==> config.mk <==
export PLATFORM = sky130hd
export DESIGN_NAME = frog_game_sequencer
export DESIGN_NICKNAME = d
export VERILOG_FILES = /design/src/rtl/frogger_pkg.sv /design/src/rtl/frame_pause_timer.sv /design/src/rtl/frog_game_sequencer.sv
export SDC_FILE = /design/constraint.sdc
export NUM_CORES = 1
export LEC_CHECK = 0
export ABC_AREA = 0
export CELL_PAD_IN_SITES_DETAIL_PLACEMENT = 1
export CELL_PAD_IN_SITES_GLOBAL_PLACEMENT = 2
export CORE_ASPECT_RATIO = 0.5
export CORE_MARGIN = 2
export CORE_UTILIZATION = 30
export CTS_BUF_LIST = sky130_fd_sc_hd__clkbuf_4 sky130_fd_sc_hd__clkbuf_8
export CTS_CLUSTER_DIAMETER = 150
export CTS_CLUSTER_SIZE = 16
export DETAILED_ROUTE_END_ITERATION = 8
export DONT_BUFFER_PORTS = 1
export PLACE_DENSITY = 0.68
export SLEW_MARGIN = 20
export SYNTH_ARGS = -nofsm -noshare
export SYNTH_HDL_FRONTEND = slang
export SYNTH_SLANG_ARGS = --single-unit
==> constraint.sdc <==
create_clock -name clk -period 1.9 [get_ports clk]
set_input_delay 0.19 -clock clk [delete_from_list [all_inputs] [get_ports clk]]
set_output_delay 0.19 -clock clk [all_outputs]
set_load 0.1 [all_outputs]
==> src/rtl/frogger_pkg.sv <==
// frogger_pkg: shared frogger game types, widths, default game constants and BCD helper
package frogger_pkg;
  typedef enum logic [2:0] {
    IDLE,
    PLAY,
    DYING,
    LEVEL_UP,
    GAME_OVER,
    VICTORY
  } game_state_t;
  localparam int LEVEL_W = 4;
  localparam int LIVES_W = 2;
  localparam int DEF_MAX_LEVEL = 8;
  localparam int DEF_START_LIVES = 3;
  function automatic logic [7:0] bcd_inc_sat(input logic [7:0] v);
    return v == 8'h99 ? v :
           v[3:0] == 4'd9 ? {v[7:4] + 4'd1, 4'd0} : {v[7:4], v[3:0] + 4'd1};
  endfunction
endpackage

==> src/rtl/frame_pause_timer.sv <==
// frame_pause_timer: counts frame ticks during a pause and pulses done on the terminal tick
module frame_pause_timer #(
  parameter int CNT_W = 7
) (
  input  logic             clk,
  input  logic             reset,
  input  logic             clear,
  input  logic             en,
  input  logic             frame_tick,
  input  logic [CNT_W-1:0] terminal,
  output logic             done
);
  logic [CNT_W-1:0] count;
  assign done = en & frame_tick & (count == terminal);
  // frame counter, held at zero outside pauses so every pause starts from zero
  always_ff @(posedge clk or posedge reset)
    if (reset) count <= '0;
    else if (clear) count <= '0;
    else if (en && frame_tick) count <= count + CNT_W'(1);
endmodule

==> src/rtl/frog_game_sequencer.sv <==
// frog_game_sequencer: frogger game FSM owning level, lives, round reset and freeze; FROG_SCORE_EN adds a BCD score
module frog_game_sequencer
  import frogger_pkg::*;
#(
  parameter int MAX_LEVEL      = DEF_MAX_LEVEL,
  parameter int START_LIVES    = DEF_START_LIVES,
  parameter int DEATH_FRAMES   = 60,
  parameter int LEVELUP_FRAMES = 90,
  parameter int CNT_W          = 7
) (
  input  logic               clk,
  input  logic               reset,
  input  logic               frame_tick,
  input  logic               start,
  input  logic               death_collision,
  input  logic               win_collision,
  output logic               round_reset,
  output logic               freeze,
  output logic [LEVEL_W-1:0] current_level,
  output logic [LIVES_W-1:0] lives,
  output logic               game_over,
  output logic               victory
`ifdef FROG_SCORE_EN
  ,
  output logic [7:0]         score
`endif
);
  game_state_t state;
  logic start_q;
  logic start_rise;
  logic pause_done;
  logic [CNT_W-1:0] terminal;
  assign start_rise = start & ~start_q;
  assign freeze     = state != PLAY;
  assign game_over  = state == GAME_OVER;
  assign victory    = state == VICTORY;
  assign terminal   = state == DYING ? CNT_W'(DEATH_FRAMES - 1) : CNT_W'(LEVELUP_FRAMES - 1);
  frame_pause_timer #(.CNT_W(CNT_W)) u_timer (
    .clk        (clk),
    .reset      (reset),
    .clear      (state == PLAY),
    .en         (state == DYING || state == LEVEL_UP),
    .frame_tick (frame_tick),
    .terminal   (terminal),
    .done       (pause_done)
  );
  // game FSM; collisions are ignored during the round_reset cycle because the frog position is stale
  always_ff @(posedge clk or posedge reset)
    if (reset) begin
      state         <= IDLE;
      current_level <= '0;
      lives         <= LIVES_W'(START_LIVES);
      round_reset   <= 1'b0;
      start_q       <= 1'b1;
`ifdef FROG_SCORE_EN
      score         <= '0;
`endif
    end else begin
      start_q     <= start;
      round_reset <= 1'b0;
      case (state)
        IDLE, GAME_OVER, VICTORY:
          if (start_rise) begin
            current_level <= '0;
            lives         <= LIVES_W'(START_LIVES);
            round_reset   <= 1'b1;
            state         <= PLAY;
`ifdef FROG_SCORE_EN
            score         <= '0;
`endif
          end
        PLAY:
          if (!round_reset) begin
            if (win_collision) begin
              if (current_level < LEVEL_W'(MAX_LEVEL)) begin
                current_level <= current_level + LEVEL_W'(1);
                state         <= LEVEL_UP;
              end else state <= VICTORY;
`ifdef FROG_SCORE_EN
              score <= bcd_inc_sat(score);
`endif
            end else if (death_collision) begin
              if (lives > LIVES_W'(1)) begin
                lives <= lives - LIVES_W'(1);
                state <= DYING;
              end else begin
                lives <= '0;
                state <= GAME_OVER;
              end
            end
          end
        DYING, LEVEL_UP:
          if (pause_done) begin
            round_reset <= 1'b1;
            state       <= PLAY;
          end
        default: state <= IDLE;
      endcase
    end
endmodule
* Word level (Yosys, flattened, before mapping)
Index checks and enable logic that the tools add are counted.
W data, S select, Z words.
** Cells by class
- $add $sub $neg :: 3
- Magnitude comparators :: 2
- Equality and inequality tests :: 15
- Multiplexer cells :: 25
- Bitwise operators :: 4
- Reduce and logical (&&, ||, !) cells :: 10
** Operators by type and width (number)
- $mux W3 :: 7
- $mux W7 :: 3
- $mux W4 :: 4
- $ne A2 B2 Y1 const B :: 7
- $mux W2 :: 5
- $reduce_and A5 Y1 :: 2
- $pmux W3 S3 :: 1
- $pmux W4 S2 :: 1
- $add A7 B1 Y7 const B :: 1
- $eq A7 B7 Y1 :: 1
- $eq A3 B2 Y1 const B :: 2
- $eq A3 B3 Y1 const B :: 2
- $add A4 B1 Y4 const B :: 1
- $lt A4 B4 Y1 const B :: 1
- $pmux W2 S2 :: 1
- $reduce_and A4 Y1 :: 1
- $reduce_bool A2 Y1 :: 2
- $and A1 B1 Y1 :: 3
- $eq A3 B1 Y1 const B :: 1
- $logic_not A3 Y1 :: 1
- $ne A3 B1 Y1 const B :: 1
- $ne A3 B3 Y1 const B :: 1
- $reduce_or A3 Y1 :: 1
- $gt A2 B1 Y1 const B :: 1
- other kinds (7) :: 8
** Storage, ports and cells
- Register bits after elaboration :: 18
- Input bits :: 6
- Output and inout bits :: 10
- Logic and storage cells :: 65

* Logic depth before layout (Yosys ltp)
- Depth after elaboration :: 6
- Mapped depth :: 7
- Mapped depth without buffers :: 6

* Hierarchy
From an unflattened synthesis, not the netlist that was laid out.
** Second synthesis, totals
- Cells, all modules :: 118
- Area, all modules :: 1077.3 um2
** By module, submodules not included
- frog_game_sequencer :: instances 1, cells each 73, area each 665.6 um2, seq. area each 279.0 um2
- frame_pause_timer :: instances 1, cells each 45, area each 411.6 um2, seq. area each 175.2 um2

* Worst setup path before layout
No wires, ideal clock.
- Kind :: register -> output
- Start point :: reg state[1]
- End point :: out game_over
- Arrival time :: 2.604 ns
- Required time :: 1.710 ns
- Slack :: -0.894 ns
- Cell stages (with the launch flop) :: 3
- Path buffers :: 1
- Cells stage by stage :: dfrtp_1 buf_4 nor3_1
** Between the ends
- Cells in the longest elaborated chain, start to end :: 1
** RTL lines
- from (decl) :: RTL line frog_game_sequencer.sv:28 : game_state_t state;
- from (signal assigned) :: RTL line frog_game_sequencer.sv:50 : state <= IDLE;
- from (signal assigned) :: RTL line frog_game_sequencer.sv:67 : state <= PLAY;
- from (signal assigned) :: RTL line frog_game_sequencer.sv:77 : state <= LEVEL_UP;
- $eq A3 B3 Y1 :: RTL line frog_game_sequencer.sv:35 : assign game_over = state == GAME_OVER;
- to (decl) :: RTL line frog_game_sequencer.sv:21 : output logic game_over,
No other way between the ends.

* Final worst setup path
- Start point :: reg state[1]
- End point :: reg current_level[3]
** Between the ends
- Cells in the longest elaborated chain, start to end :: 4
- Elaborated cells on any way between the ends :: 12
- Those cells by class :: eq/ne: 7; mux: 1; reduce/logical: 4
** RTL lines
- $eq A3 B3 Y1 / $logic_not A3 Y1 (equally long branches) :: RTL line frog_game_sequencer.sv:61 : case (state)
- $reduce_or A3 Y1 :: RTL line frog_game_sequencer.sv:61
- $ne A2 B2 Y1 (no source line) / $reduce_bool A2 Y1 (equally long branches)
- $reduce_and A5 Y1 (no source line)
- to (signal assigned) :: RTL line frog_game_sequencer.sv:76 : current_level <= current_level + LEVEL_W'(1);
- to (decl) :: RTL line frog_game_sequencer.sv:19 : output logic [LEVEL_W-1:0] current_level,
Parallel ways exist; a longest one is shown, timed or not.
A chain may end at the register's enable or synchronous reset.

==> flow_metrics.tcl <==
set metrics [dict create \
    status "complete, no violations" \
    clock_path_buffers 2 \
    dp_hpwl_mm 1.914 \
    hp-class "input pin to register" \
    track_usage_pct 14.12 \
    yosysWarnings 0 \
    p_sw_mw 1.203 \
    top_layer_used "met3" \
    io_pins 16 \
    synth-main-ff-cell "dfrtp_1" \
    path_class "register to register" \
    power_leakage_nw 0.6030 \
    slowest_delay_ns 0.44 \
    nNetsFinal 141 \
    combPwrFrac_pct 61.8 \
    syn_to_final_growth_pct 28.32 \
    synth_top_cell_by_area "dfrtp_1" \
    vias 873 \
    insertedDiodeCount 0 \
    holdCritStartpoint "frame_tick" \
    synth_cell_types 32 \
    root_buffer "clkbuf_8" \
    power_frac_clock_pct 12.8 \
    skew_ns 0.004126 \
    via_per_inst 5.105 \
    grt_pass1_vias 855 \
    overflow 0 \
    cts_tree "done" \
    die_w_um 87.56 \
    drtIter0Drc 25 \
    multiInputGateArea_um2 591.8 \
    path_max_fanout 6 \
    critical_path_buf_inv_count 1 \
    power.density_nw_per_um2 1753 \
    fillers 392 \
    r2r-end "current_level[3]" \
    start_util_pct 31.00 \
    gp_congestion 0.7712 \
    grt_start_max_net_pins 19 \
    worstSetupStartpoint "state[1]" \
    power.internal_mw 1.152 \
    final_hold_viol_count 0 \
    core_um2 3378 \
    syn_area_per_cell_um2 9.880 \
    endpoint "current_level[3]" \
    synth_area_leaders "dfrtp_1, dfstp_2, ha_1, xor2_1, mux2i_1" \
    die_y_um 45.78 \
    path_cells "inv_1 > ha_1 > nand2b_1 > a221oi_4 > nand4_1 > a21oi_1" \
    synthMostInstantiatedCell "dfrtp_1" \
    clk_latency_ns 0.26 \
    antenna_found_initial 0 \
    regArea_um2 457.9 \
    drv_cap 0 \
    portBuffers 0 \
    setup_viol 0 \
    met1_length_mm 1.286 \
    synth_common_cells "dfrtp_1, nor2_1, inv_1, nand3_1, o21ai_0" \
    postLayoutCoreUtil_pct 39.78 \
    die-area_um2 4008 \
    clkTransAtPathRegs_ns 0.07 \
    crit_family "compound AO/OA/AOI/OAI gates" \
    path_depth 6 \
    critPathCaptureType "register" \
    cts.sinks 18 \
    slew_viol_final 0 \
    pwr-share-seq_pct 25.4 \
    ant_nets 0 \
    fmax_mhz 567.2 \
    placed_cells_incl_taps 163 \
    ir_drop_mv 0.3879 \
    rsz0062_at_grt "false" \
    wl_per_cell_um 14.96 \
    met3WireLength_um 102 \
    drive_above_1_share_pct 31.01 \
    synth_nets 117 \
    netlist_area_um2 1047 \
    h-tree-depth 1 \
    drcViolationCount 0 \
    ys_seq_area_share_pct 43.37 \
    drt_wl_total_mm 2.558 \
    worstRegToRegCells 6 \
    fin_cells 171 \
    cts_made_buffers 3 \
    wl_met2_mm 1.169 \
    netlist.area_leader.share_pct 35.84 \
    synth_seq_cells 18 \
    synthArstFlopShare_pct 100.0 \
    switching_share_pct 51.09 \
    cp.required_ns 2.07 \
    post-route-min-period_ns 1.763 \
    r2r-start "state[1]" \
    crit_path_start_kind "register" \
    first_pass_iters 4 \
    crit_arrival_ns 1.94 \
    grt_pass1_wl_mm 4.119 \
    min_period_over_period_pct 92.79 \
    synth_enable_flop_cells 0 \
    reg2reg_setup_slack_ns 0.14 \
    tightestPinTransition_ns 0.7461 \
    relSlewSlack_pct 50.21 \
    rows 15 \
    critical_path.slowest_cell "dfrtp_2" \
    whs_ns 0.08300 \
    netlist_instances 106 \
]
[cells by family (layout without fill, tap and decap cells)]
logic type                 Yosys count  after routing  share of synthesized area [%]
xor gates and xnor gates             6              6                          5.018
and+or+nand+nor                     39             39                          19.95
buffers and inverters               10             33                          4.062
muxes                                6              6                          5.974
DFF                                 18             18                          43.37
adders and majority gates            5              5                          5.974
AOI/OAI and AO/OA                   22             22                          15.65
[cell type report]
type | instances | share of cell area (%)
Multi-Input combinational cell | 78 | 44.04
Sequential cell | 18 | 34.08
Timing Repair Buffer | 21 | 12.10
Tap cell | 42 | 3.911
Clock buffer | 4 | 3.631
Inverter | 8 | 2.235
[repair_timing]
action | CTS | global route
hold endpoints to repair | 16 | 0
resized for setup | 0 | 4
hold buffers | 2 | 0
endpoints found under the setup margin | 0 | 4
setup buffers | 0 | 2
[per-stage QoR]
| stage | worst slack, ns | power (mW) | TNS [ns] | instance area (um2) |
|---|---|---|---|---|
| 2_1_floorplan | -0.03770 | 1.615 | -0.1281 | 1060 |
| 3_3_place_gp | 0.09635 | 1.961 | 0 | 1240 |
| 3_5_place_dp | 0.07620 | 1.982 | 0 | 1240 |
| 4_1_cts | 0.04811 | 2.296 | 0 | 1309 |
| 5_1_grt | 0.004958 | 2.519 | 0 | 1344 |
| 6_report | 0.1369 | 2.355 | 0 | 1344 |
[sequential cells by signal, summed over array words and instances (netlist names)]
name and cells:
round_reset 1, lives 2, u_timer.count 7, current_level 4, start_q 1, state 3
[cells in the final DEF, fill, tap and decap left out, types with 2 or more instances in the layout]
cell | synthesis | routed
nor3_1 | 4 | 2
a21oi_1 | 5 | 5
and3_1 | 3 | 3
nor2_1 | 9 | 9
nand2b_1 | 3 | 3
mux2_2 | 2 | 2
mux2i_1 | 4 | 4
dlygate4sd3_1 | 0 | 2
o21ai_0 | 7 | 7
nor3_4 | 0 | 2
dfstp_2 | 3 | 3
dfrtp_2 | 0 | 3
or3b_1 | 2 | 2
ha_1 | 5 | 5
nand2_1 | 6 | 6
inv_1 | 8 | 8
nand3_1 | 7 | 7
o21bai_1 | 2 | 2
clkbuf_8 | 0 | 3
xor2_1 | 5 | 5
dfrtp_1 | 15 | 12
buf_4 | 1 | 19
[how the worst min path moves through the flow]
stage / endpoint / slack (ns) / depth (start not counted)
2_1_floorplan: current_level[0] / 0.13 / 1
5_1_grt: u_timer.count[1] / 0.08 / 2
6_report: u_timer.count[1] / 0.08 / 2
3_5_place_dp: start_q / 0.19 / 0
4_1_cts: u_timer.count[1] / 0.09 / 2
3_3_place_gp: start_q / 0.19 / 0
[power by group through the flow]
stage               clock network (mW)  logic [mW]  registers, mW
detailed placement                   0        1.39          0.596
global placement                     0        1.37          0.593
global route                     0.328        1.58          0.615
CTS                              0.311        1.40          0.590
finish                           0.301        1.45          0.599
floorplan                            0       0.719          0.895
[routing by layer]
layer  up-vias  global-route usage, %
met4         0                  3.692
li1        418                      -
met5         -                      0
met2        19                  21.82
met3         0                  4.710
met1       436                  19.16
Power figures use the tool's default switching activity.
